## src/rtl/alu_pkg.sv

```systemverilog
// ---------------------------------------------------------------------------
// alu_pkg
// Shared definitions for the ALU issue controller slice: the 2-bit ALU
// operation encodings and the default datapath/tag widths.
// Optional feature macro used by the slice: ALU_ISSUE_ZFLAG_EN (per-entry
// zero flag on the response port).
// ---------------------------------------------------------------------------
package alu_pkg;

    localparam logic [1:0] OP_ADD = 2'b00;
    localparam logic [1:0] OP_SUB = 2'b01;
    localparam logic [1:0] OP_AND = 2'b10;
    localparam logic [1:0] OP_OR  = 2'b11;

    localparam int WIDTH_DEF = 8;
    localparam int TAG_W_DEF = 2;

endpackage : alu_pkg

```

## src/rtl/alu_issue_ctrl_if.sv

```systemverilog
// ---------------------------------------------------------------------------
// alu_issue_ctrl_if
// Request and response handshake bundle of the ALU issue controller.
//   req_valid/req_ready/req_a/req_b/req_op/req_tag : operation request port
//   rsp_valid/rsp_ready/rsp_y/rsp_tag              : result response port
//   rsp_zero (ALU_ISSUE_ZFLAG_EN only)             : result-was-zero flag
// Modports:
//   master : the requester/consumer (drives requests, accepts responses)
//   slave  : the issue controller
// ---------------------------------------------------------------------------
interface alu_issue_ctrl_if
    import alu_pkg::*;
#(
    parameter int WIDTH = WIDTH_DEF,
    parameter int TAG_W = TAG_W_DEF
) ();

    logic             req_valid;
    logic             req_ready;
    logic [WIDTH-1:0] req_a;
    logic [WIDTH-1:0] req_b;
    logic [1:0]       req_op;
    logic [TAG_W-1:0] req_tag;

    logic             rsp_valid;
    logic             rsp_ready;
    logic [WIDTH-1:0] rsp_y;
    logic [TAG_W-1:0] rsp_tag;
`ifdef ALU_ISSUE_ZFLAG_EN
    logic             rsp_zero;
`endif

    modport master (
        output req_valid, req_a, req_b, req_op, req_tag, rsp_ready,
`ifdef ALU_ISSUE_ZFLAG_EN
        input  rsp_zero,
`endif
        input  req_ready, rsp_valid, rsp_y, rsp_tag
    );

    modport slave (
        input  req_valid, req_a, req_b, req_op, req_tag, rsp_ready,
`ifdef ALU_ISSUE_ZFLAG_EN
        output rsp_zero,
`endif
        output req_ready, rsp_valid, rsp_y, rsp_tag
    );

endinterface : alu_issue_ctrl_if

```

## src/rtl/alu_issue_ctrl_chk.sv

```systemverilog
// ---------------------------------------------------------------------------
// alu_issue_ctrl_chk
// Protocol checker bound into the issue controller. The credit scheme makes
// a result arrive only when a FIFO slot is free and the response handshake
// only pops a non-empty FIFO; either violation means results are lost.
// Ports:
//   clk, rst : clock, async active-high reset (checks disabled in reset)
//   push_i   : result arriving from the final pipe stage
//   full_i   : response FIFO full
//   pop_i    : response handshake
//   empty_i  : response FIFO empty
// ---------------------------------------------------------------------------
module alu_issue_ctrl_chk (
    input logic clk,
    input logic rst,
    input logic push_i,
    input logic full_i,
    input logic pop_i,
    input logic empty_i
);

    a_no_push_on_full : assert property (@(posedge clk) disable iff (rst) !(push_i && full_i))
        else $error("alu_issue_ctrl: result pushed into a full response FIFO");

    a_no_pop_on_empty : assert property (@(posedge clk) disable iff (rst) !(pop_i && empty_i))
        else $error("alu_issue_ctrl: pop from an empty response FIFO");

endmodule : alu_issue_ctrl_chk

```

## src/rtl/alu_rsp_fifo.sv

```systemverilog
// ---------------------------------------------------------------------------
// alu_rsp_fifo
// Synchronous FIFO with asynchronous active-high reset holding ALU results.
// Head data is read straight from the storage register at the read pointer,
// so it is stable while no pop happens. Storage resets to zero so the head
// reads zero out of reset.
// Ports:
//   clk, rst      : clock, async active-high reset
//   push_i        : write push_data_i at the tail (caller guarantees !full)
//   push_data_i   : entry to write
//   pop_i         : drop the head entry (caller guarantees !empty)
//   head_data_o   : entry at the head
//   count_o       : number of stored entries ($clog2(DEPTH)+1 bits)
//   empty_o/full_o: occupancy flags
// ---------------------------------------------------------------------------
module alu_rsp_fifo #(
    parameter int DATA_W = 8,
    parameter int DEPTH  = 4
) (
    input  logic                       clk,
    input  logic                       rst,
    input  logic                       push_i,
    input  logic [DATA_W-1:0]          push_data_i,
    input  logic                       pop_i,
    output logic [DATA_W-1:0]          head_data_o,
    output logic [$clog2(DEPTH):0]     count_o,
    output logic                       empty_o,
    output logic                       full_o
);

    localparam int PTR_W = $clog2(DEPTH);
    localparam int CNT_W = PTR_W + 1;

    logic [DATA_W-1:0] mem_q [DEPTH];
    logic [PTR_W-1:0]  wr_ptr_q;
    logic [PTR_W-1:0]  rd_ptr_q;
    logic [CNT_W-1:0]  count_q;

    // Storage, pointers and occupancy; pointers wrap naturally at DEPTH (power of 2).
    always_ff @(posedge clk or posedge rst) begin
        if (rst) begin
            for (int i = 0; i < DEPTH; i++) begin
                mem_q[i] <= {DATA_W{1'b0}};
            end
            wr_ptr_q <= {PTR_W{1'b0}};
            rd_ptr_q <= {PTR_W{1'b0}};
            count_q  <= {CNT_W{1'b0}};
        end else begin
            if (push_i) begin
                mem_q[wr_ptr_q] <= push_data_i;
                wr_ptr_q        <= wr_ptr_q + 1'b1;
            end
            if (pop_i) begin
                rd_ptr_q <= rd_ptr_q + 1'b1;
            end
            case ({push_i, pop_i})
                2'b10:   count_q <= count_q + 1'b1;
                2'b01:   count_q <= count_q - 1'b1;
                default: count_q <= count_q;
            endcase
        end
    end

    assign head_data_o = mem_q[rd_ptr_q];
    assign count_o     = count_q;
    assign empty_o     = (count_q == {CNT_W{1'b0}});
    assign full_o      = (count_q == CNT_W'(DEPTH));

endmodule : alu_rsp_fifo

```

## src/rtl/alu_issue_ctrl.sv

```systemverilog
// ---------------------------------------------------------------------------
// alu_issue_ctrl
// Requester side of a pipelined ALU. Requests are forwarded combinationally
// to the ALU; each issued op's tag travels down an ALU_LAT-deep valid/tag
// pipe so that when it reaches the last stage the ALU's Y is captured with
// that tag into the response FIFO. Issue is credit based: a request is only
// accepted while queued results plus in-flight ops leave a FIFO slot free,
// so results never need to be dropped.
// Ports:
//   clk, rst           : clock, async active-high reset
//   bus (slave)        : request / response handshakes (alu_issue_ctrl_if)
//   alu_a_o/alu_b_o    : ALU operands, copies of req_a/req_b
//   alu_op_o           : ALU operation, copy of req_op
//   alu_y_i            : ALU result, valid ALU_LAT cycles after the sample edge
// Macro ALU_ISSUE_ZFLAG_EN adds bus.rsp_zero, a stored per-entry Y==0 flag.
// ---------------------------------------------------------------------------
module alu_issue_ctrl
    import alu_pkg::*;
#(
    parameter int WIDTH      = WIDTH_DEF,
    parameter int ALU_LAT    = 1,
    parameter int FIFO_DEPTH = 4,
    parameter int TAG_W      = TAG_W_DEF
) (
    input  logic              clk,
    input  logic              rst,
    alu_issue_ctrl_if.slave   bus,
    output logic [WIDTH-1:0]  alu_a_o,
    output logic [WIDTH-1:0]  alu_b_o,
    output logic [1:0]        alu_op_o,
    input  logic [WIDTH-1:0]  alu_y_i
);

    localparam int CNT_W  = $clog2(FIFO_DEPTH) + 1;
    // Wide enough for fifo_count + every pipe stage valid at once.
    localparam int CRED_W = $clog2(FIFO_DEPTH + ALU_LAT + 1) + 1;
`ifdef ALU_ISSUE_ZFLAG_EN
    localparam int DATA_W = WIDTH + TAG_W + 1;
`else
    localparam int DATA_W = WIDTH + TAG_W;
`endif

    logic [ALU_LAT-1:0] pipe_vld_q;
    logic [TAG_W-1:0]   pipe_tag_q [ALU_LAT];

    logic               issue_s;
    logic               req_ready_s;
    logic [CRED_W-1:0]  pipe_cnt_s;
    logic [CRED_W-1:0]  credit_used_s;

    logic               fifo_push_s;
    logic               fifo_pop_s;
    logic [DATA_W-1:0]  fifo_push_data_s;
    logic [DATA_W-1:0]  fifo_head_s;
    logic [CNT_W-1:0]   fifo_count_s;
    logic               fifo_empty_s;
    logic               fifo_full_s;

    // ALU operands are a straight copy of the request; the ALU samples them on the issue edge.
    assign alu_a_o  = bus.req_a;
    assign alu_b_o  = bus.req_b;
    assign alu_op_o = bus.req_op;

    // Count ops still travelling through the ALU; they each own a FIFO slot already.
    always_comb begin
        pipe_cnt_s = {CRED_W{1'b0}};
        for (int i = 0; i < ALU_LAT; i++) begin
            pipe_cnt_s = pipe_cnt_s + CRED_W'(pipe_vld_q[i]);
        end
    end

    // Credit check uses only registered state, so rsp_ready never reaches req_ready.
    assign credit_used_s = CRED_W'(fifo_count_s) + pipe_cnt_s;
    assign req_ready_s   = (credit_used_s < CRED_W'(FIFO_DEPTH));
    assign issue_s       = bus.req_valid & req_ready_s;
    assign bus.req_ready = req_ready_s;

    // Valid/tag shift pipe that tracks each issued op through the ALU latency.
    always_ff @(posedge clk or posedge rst) begin
        if (rst) begin
            pipe_vld_q <= {ALU_LAT{1'b0}};
            for (int i = 0; i < ALU_LAT; i++) begin
                pipe_tag_q[i] <= {TAG_W{1'b0}};
            end
        end else begin
            pipe_vld_q[0] <= issue_s;
            pipe_tag_q[0] <= issue_s ? bus.req_tag : {TAG_W{1'b0}};
            for (int i = 1; i < ALU_LAT; i++) begin
                pipe_vld_q[i] <= pipe_vld_q[i-1];
                pipe_tag_q[i] <= pipe_tag_q[i-1];
            end
        end
    end

    // Final stage valid means alu_y_i belongs to that stage's tag this cycle.
    assign fifo_push_s = pipe_vld_q[ALU_LAT-1];
`ifdef ALU_ISSUE_ZFLAG_EN
    assign fifo_push_data_s = {(alu_y_i == {WIDTH{1'b0}}), alu_y_i, pipe_tag_q[ALU_LAT-1]};
`else
    assign fifo_push_data_s = {alu_y_i, pipe_tag_q[ALU_LAT-1]};
`endif

    assign fifo_pop_s = ~fifo_empty_s & bus.rsp_ready;

    alu_rsp_fifo #(
        .DATA_W (DATA_W),
        .DEPTH  (FIFO_DEPTH)
    ) u_fifo (
        .clk         (clk),
        .rst         (rst),
        .push_i      (fifo_push_s),
        .push_data_i (fifo_push_data_s),
        .pop_i       (fifo_pop_s),
        .head_data_o (fifo_head_s),
        .count_o     (fifo_count_s),
        .empty_o     (fifo_empty_s),
        .full_o      (fifo_full_s)
    );

    alu_issue_ctrl_chk u_chk (
        .clk     (clk),
        .rst     (rst),
        .push_i  (fifo_push_s),
        .full_i  (fifo_full_s),
        .pop_i   (fifo_pop_s),
        .empty_i (fifo_empty_s)
    );

    // Response port is the FIFO head; it only changes on a pop or when the FIFO fills from empty.
    assign bus.rsp_valid = ~fifo_empty_s;
    assign bus.rsp_tag   = fifo_head_s[TAG_W-1:0];
    assign bus.rsp_y     = fifo_head_s[TAG_W +: WIDTH];
`ifdef ALU_ISSUE_ZFLAG_EN
    assign bus.rsp_zero  = fifo_head_s[DATA_W-1];
`endif

endmodule : alu_issue_ctrl
```

## src/flat_wrapper.sv

```systemverilog
// flat-port wrapper written by rule: the top's interface ports become plain ports
module alu_issue_ctrl_flat import alu_pkg::*;
#(
    parameter int WIDTH      = WIDTH_DEF,
    parameter int ALU_LAT    = 1,
    parameter int FIFO_DEPTH = 4,
    parameter int TAG_W      = TAG_W_DEF
)
  (clk, rst, alu_a_o, alu_b_o, alu_op_o, alu_y_i, bus_req_valid, bus_req_a, bus_req_b, bus_req_op, bus_req_tag, bus_rsp_ready, bus_req_ready, bus_rsp_valid, bus_rsp_y, bus_rsp_tag);
  alu_issue_ctrl_if #(.WIDTH(WIDTH), .TAG_W(TAG_W)) bus_i ();
  input  logic clk;
  input  logic rst;
  output logic [WIDTH-1:0] alu_a_o;
  output logic [WIDTH-1:0] alu_b_o;
  output logic [1:0] alu_op_o;
  input  logic [WIDTH-1:0] alu_y_i;
  input wire logic [$bits(bus_i.req_valid)-1:0] bus_req_valid;
  input wire logic [$bits(bus_i.req_a)-1:0] bus_req_a;
  input wire logic [$bits(bus_i.req_b)-1:0] bus_req_b;
  input wire logic [$bits(bus_i.req_op)-1:0] bus_req_op;
  input wire logic [$bits(bus_i.req_tag)-1:0] bus_req_tag;
  input wire logic [$bits(bus_i.rsp_ready)-1:0] bus_rsp_ready;
  output wire logic [$bits(bus_i.req_ready)-1:0] bus_req_ready;
  output wire logic [$bits(bus_i.rsp_valid)-1:0] bus_rsp_valid;
  output wire logic [$bits(bus_i.rsp_y)-1:0] bus_rsp_y;
  output wire logic [$bits(bus_i.rsp_tag)-1:0] bus_rsp_tag;
  assign bus_i.req_valid = bus_req_valid;
  assign bus_i.req_a = bus_req_a;
  assign bus_i.req_b = bus_req_b;
  assign bus_i.req_op = bus_req_op;
  assign bus_i.req_tag = bus_req_tag;
  assign bus_i.rsp_ready = bus_rsp_ready;
  assign bus_req_ready = bus_i.req_ready;
  assign bus_rsp_valid = bus_i.rsp_valid;
  assign bus_rsp_y = bus_i.rsp_y;
  assign bus_rsp_tag = bus_i.rsp_tag;
  alu_issue_ctrl #(.WIDTH(WIDTH), .ALU_LAT(ALU_LAT), .FIFO_DEPTH(FIFO_DEPTH), .TAG_W(TAG_W)) u_core (.clk(clk), .rst(rst), .bus(bus_i), .alu_a_o(alu_a_o), .alu_b_o(alu_b_o), .alu_op_o(alu_op_o), .alu_y_i(alu_y_i));
endmodule
```

## config.mk

```make
export PLATFORM = sky130hd
export DESIGN_NAME = alu_issue_ctrl_flat
export DESIGN_NICKNAME = d
export VERILOG_FILES = /design/src/rtl/alu_pkg.sv /design/src/rtl/alu_issue_ctrl_if.sv /design/src/rtl/alu_issue_ctrl_chk.sv /design/src/rtl/alu_rsp_fifo.sv /design/src/rtl/alu_issue_ctrl.sv /design/src/flat_wrapper.sv
export SDC_FILE = /design/constraint.sdc
export NUM_CORES = 1
export LEC_CHECK = 0
export CAP_MARGIN = 20
export CORE_MARGIN = 2
export CORE_UTILIZATION = 62
export DETAILED_ROUTE_END_ITERATION = 7
export DONT_BUFFER_PORTS = 1
export GPL_ROUTABILITY_DRIVEN = 0
export PLACE_DENSITY = 0.76
export SLEW_MARGIN = 0
export SYNTH_ARGS = -nofsm -noshare
export SYNTH_HDL_FRONTEND = slang
export SYNTH_SLANG_ARGS = --single-unit
```

## constraint.sdc

```tcl
create_clock -name clk -period 2.5 [get_ports clk]
set_clock_uncertainty 0.2 [all_clocks]
set_input_delay 0.5 -clock clk [delete_from_list [all_inputs] [get_ports clk]]
set_output_delay 0.5 -clock clk [all_outputs]
set_load 0.02 [all_outputs]
```

# Word-level counts from Yosys, hierarchy flattened
# Index checks and enable logic that the tools add are counted.
# op_classes
eq_ne	2
n_mux	8
reduce_logical	3
order_cmp	4
bitwise_logic	5
addsub	5
# ops
cell	n
40-bit bitwise mux	1
10-bit two-way mux	3
10-bit binary-select mux with 2-bit select	1
10-bit demux with 2-bit select	1
3-bit >= comparator (second input constant)	2
2-bit inverter with 3-bit output	2
3-bit case mux with 2 select lines	1
2-bit by 1-bit adder with 2-bit output (second input constant)	2
3-bit by 1-bit adder with 4-bit output	1
4-bit by 3-bit less-than comparator with 1-bit output (second input constant)	1
3-bit by 1-bit adder with 3-bit output (second input constant)	1
3-bit zero test	1
3-bit by 1-bit less-than comparator with 1-bit output (second input constant)	1
3-bit by 1-bit subtractor with 3-bit output (second input constant)	1
1-bit bitwise AND	2
2-bit by 1-bit == test with 1-bit output (second input constant)	1
2-bit == test (second input constant)	1
2-bit two-way mux	1
2-bit nonzero test	1
1-bit logical AND	1
1-bit inverter	1
# word_totals
output_inout_bits	30
input_bits	32
reg_bits	50
elab_cells	36

# Longest topological paths before layout
# depth
word_depth	6
ltp_mapped	8

# Hierarchy
# From an unflattened synthesis, not the netlist that was laid out.
# hier_totals
cells_unflattened	161
area_unflattened_um2	2376.0
# by_module_without_submodules
mod	area_each_um2	n_inst	cells_each
alu_rsp_fifo	2107.0	1	130
alu_issue_ctrl	269.0	1	31

# Worst setup path after synthesis
# No wires, ideal clock.
# synth_timing
path_kind	in2reg
start	input bus_rsp_ready
end	register u_core.u_fifo.count_q[2] (netlist: u_core.u_fifo.count_o[2])
arrival_time_ps	1643
required_time_ps	2221
stages	7
path_slack_ps	578
path_cell_list	o31a_1 ha_1 inv_1 fa_1 xor2_1 nor2_1 xor2_1
# synth_between
elab_chain_len	3
# synth_rtl
element	line	text
start, declared	flat_wrapper.sv:22	input wire logic [$bits(bus_i.rsp_ready)-1:0] bus_rsp_ready;
1-bit bitwise AND *	alu_issue_ctrl.sv:103	assign fifo_pop_s = ~fifo_empty_s & bus.rsp_ready;
2-bit by 1-bit == test with 1-bit output / 2-bit == test (equally long branches)	alu_rsp_fifo.sv:56	case ({push_i, pop_i})
3-bit case mux with 2 select lines / 2-bit nonzero test (equally long branches)	n/a	
end signal, assigned	alu_rsp_fifo.sv:57	2'b10: count_q <= count_q + 1'b1;
end signal, assigned	alu_rsp_fifo.sv:58	2'b01: count_q <= count_q - 1'b1;
end signal, assigned	alu_rsp_fifo.sv:59	default: count_q <= count_q;
end, declared	alu_rsp_fifo.sv:37	logic [CNT_W-1:0] count_q;
# Mark *: on every way between the ends. The rest lies on a longest branch, timed or not.
# A chain may end at the register's enable or synchronous reset.

# Final worst setup path
# layout_timing
start	register u_core.u_fifo.rd_ptr_q[0]
end	output bus_rsp_y[2]
# layout_between
elab_chain_len	4
# layout_rtl
element	line	text
start, declared	alu_rsp_fifo.sv:36	logic [PTR_W-1:0] rd_ptr_q;
start signal, assigned	alu_rsp_fifo.sv:46	rd_ptr_q <= {PTR_W{1'b0}};
start signal, assigned	alu_rsp_fifo.sv:54	rd_ptr_q <= rd_ptr_q + 1'b1;
2-bit inverter with 3-bit output (implied by the code)	alu_rsp_fifo.sv:64	assign head_data_o = mem_q[rd_ptr_q];
10-bit binary-select mux with 2-bit select	alu_rsp_fifo.sv:64	
10-bit two-way mux (implied by the code) (2 in series)	alu_rsp_fifo.sv:64	
end, declared	flat_wrapper.sv:25	output wire logic [$bits(bus_i.rsp_y)-1:0] bus_rsp_y;
# No other way between the ends. The select of a mux whose other input is x is not followed.

==> results.py <==
metrics = {
    "status": {
        "status": "finished, final reports clean",
    },
    "drt": {
        "dr.pass1.iters": 4,
        "vias": 1165,
        "via_per_inst": 6.04,
        "drt_iter0_drc": 86,
        "routed_wl_um": 3890,
        "ant_nets": 0,
        "drc_errors": 0,
        "wl_per_cell_um": 20.1,
    },
    "cells_and_area": {
        "antenna_cells": 0,
        "stdcell_area_um2": 2380,
        "fin_nets": 182,
        "fillers": 271,
        "drive_gt1_share_pct": 43.4,
        "area_delta_synth_final_pct": 1.01,
    },
    "global_routing": {
        "grt_antenna_before_repair": 0,
        "first_global_vias": 1332,
        "overflow": 0,
        "met3_usage_pct": 4.79,
        "grt_pass1_wl_um": 6370,
        "busiest_layer": "met2",
        "grtUsageTotal_pct": 20.3,
        "grt_max_degree": 51,
        "met2_usage_pct": 33.8,
        "grt_use_met1_pct": 23.9,
    },
    "yosys": {
        "synthFlopType": "dfrtp_1",
        "yosys_warnings": 0,
        "yosysMostFrequentCell": "dfrtp_1",
        "synth_top_area_share_pct": 53.1,
        "syn_avg_cell_area_um2": 15.1,
        "ys_types": 22,
        "seq_area_frac_synth_pct": 53.1,
        "postSynth.asyncResetShare_pct": 100,
        "synth_edf_count": 0,
        "mappedNetlistArea_um2": 2360,
        "synthCells": 156,
        "ys_seq_elements": 50,
        "synth_area_leaders": "dfrtp_1, mux2_2, mux4_2, buf_4, ha_1",
        "synth_area_leader_cell": "dfrtp_1",
        "synth.top_cells.by_count": "dfrtp_1, mux2_2, buf_4",
        "synth_nets": 194,
    },
    "die": {
        "initial_core_util_pct": 64.4,
        "dieHeight_um": 65.7,
        "placementRows": 22,
        "io_pins": 62,
        "fp.dieW_um": 65.7,
        "die_area_um2": 4310,
        "core-area_um2": 3660,
    },
    "worst_setup_path": {
        "critPathMaxStageDelay_ns": 0.60,
        "cpMaxStageDelayCell": "mux4_2",
        "startpoint": "u_core.u_fifo.rd_ptr_q[0]$_DFFE_PP0P_",
        "worstSetupPathType": "reg2out",
        "cp.arrival_ns": 1.62,
        "ff2ff_setup_slack_ns": 0.47,
        "critPathRequiredTime_ns": 1.80,
        "r2r-start": "u_core.u_fifo.count_o[0]$_DFFE_PP0P_",
        "worstPathMaxFanout": 7,
        "endpoint_kind": "primary output",
        "start_kind": "flop",
        "crit_chain": "buf_4 -> mux4_2",
    },
    "clock_network": {
        "clkLatencyLatePin_ns": 0.30,
        "cts_setup_buffers": 0,
        "tritoncts": "done",
        "cts.repair.resized": 0,
        "hold_buffers": 0,
        "cts.sinks": 50,
        "cts_buffer_depth": 2,
        "cts_buffers": 5,
        "htreeDepth": 2,
        "root_buffer": "clkbuf_8",
        "clk_pin_slew_ns": 0.08,
    },
    "power": {
        "switching_share_pct": 34.5,
        "vdd_drop_max_mv": 0.605,
        "p_leak_nw": 1.06,
        "power_density_nw_per_um2": 1390,
        "power_w": 0.00331,
        "sequentialPowerShare_pct": 45.3,
        "p_int_w": 0.00217,
        "power_frac_comb_pct": 38.0,
        "p_sw_w": 0.00114,
        "p_clk_share_pct": 16.7,
    },
    "timing": {
        "finalSetupTns_ns": 0,
        "hold_viol": 0,
        "finalSetupViolCount": 0,
        "max-slew-margin-rel_pct": 58.8,
        "tightest_slew_ns": 0.618,
        "post-route-period-util_pct": 92.6,
        "rsz0062_at_grt": "no",
        "fin_crit_ns": 2.32,
        "fmax_mhz": 432,
        "finalMaxSlewViolations": 0,
    },
    "job": {
        "drv_cap": 0,
    },
    "hold_path": {
        "min_path_type": "in2async",
    },
    "place": {
        "portBuffers": 0,
        "dpl-instance-area_um2": 2270,
        "hpwlAfterDp_um": 2650,
    },
}
## stage by stage
step	instances	hold slack, ns	setup slack [ns]	utilization, %
after floorplan	156	0.270	0.578	-
after global placement	185	0.278	0.393	62.1
after detailed placement	185	0.289	0.384	62.1
after CTS	193	0.0661	0.0469	65.0
after global routing	193	0.0800	0.122	65.1
final	193	0.0381	0.185	65.1
## layer usage
metal / part of all wire, % / up-vias / routed length, um
li1: - / 502 / -
met4: 3.4 / 0 / 133
met1: 40 / 606 / 1560
met2: 50 / 35 / 1940
met5: 0 / - / 0
met3: 6.4 / 22 / 248
## critical path, delay by kind of cell, from the launching register on
family	cells	cell delay (ns)
muxes	1	0.60
DFF	1	0.49
buffers and inverters	1	0.22
## power groups by stage
stage          clock network [W]  registers [W]  logic, W
2_1_floorplan                  0        0.00137   0.00123
3_3_place_gp                   0        0.00148   0.00120
3_5_place_dp                   0        0.00152   0.00128
4_1_cts                 0.000564        0.00150   0.00128
5_1_grt                 0.000601        0.00155   0.00137
6_report                0.000552        0.00150   0.00126
## cells in the final DEF, fill, tap and decap left out, types with 2 or more instances in the layout
cell type / count
and2_1: 2
clkbuf_8: 5
nand2_1: 2
dfrtp_1: 49
mux4_1: 2
clkbuf_1: 2
mux4_2: 8
xor2_1: 4
ha_1: 5
nand2_2: 4
inv_1: 7
xnor2_1: 2
buf_4: 2
mux2_2: 40
## logic make-up after synthesis
family | count (synthesis) | share of synthesized area [%]
multiplexers | 51 | 29.4
adder cells (fa/ha/maj) | 6 | 3.50
flip-flops | 50 | 53.1
AND/OR/NAND/NOR | 10 | 2.33
XOR/XNOR | 6 | 2.23
AO/OA/AOI/OAI | 4 | 1.49
buffers and inverters | 29 | 8.01
## flip-flops by register name, summed over array words and instances (netlist names)
register                flops
u_core.fifo_push_s          1
u_core.pipe_tag_q           2
u_core.u_fifo.count_o       3
u_core.u_fifo.mem_q        40
u_core.u_fifo.rd_ptr_q      2
u_core.u_fifo.wr_ptr_q      2
## area by class of cell
| type | count | area [um^2] | area share, % |
|---|---|---|---|
| Sequential cell | 50 | 1250 | 52.6 |
| Multi-Input combinational cell | 77 | 918 | 38.6 |
| Clock buffer | 7 | 76.3 | 3.20 |
| Tap cell | 48 | 60.1 | 2.52 |
| Clock inverter | 1 | 30.0 | 1.26 |
| Inverter | 8 | 30.0 | 1.26 |
| Timing Repair Buffer | 2 | 15.0 | 0.630 |
## path summary, 6_finish.rpt
check                                                         to  cells after the start
hold / removal               u_core.u_fifo.mem_q[17]$_DFFE_PP0P_                      2
setup reg to reg            u_core.u_fifo.count_o[2]$_DFFE_PP0P_                      7
max in group asynchronous  u_core.u_fifo.rd_ptr_q[0]$_DFFE_PP0P_                      2
setup / recovery                                    bus_rsp_y[2]                      2
hold reg to reg              u_core.u_fifo.mem_q[32]$_DFFE_PP0P_                      1
min in group clk                  u_core.pipe_tag_q[1]$_DFF_PP0_                      1
No activity file was read; power rests on OpenSTA's default activity.
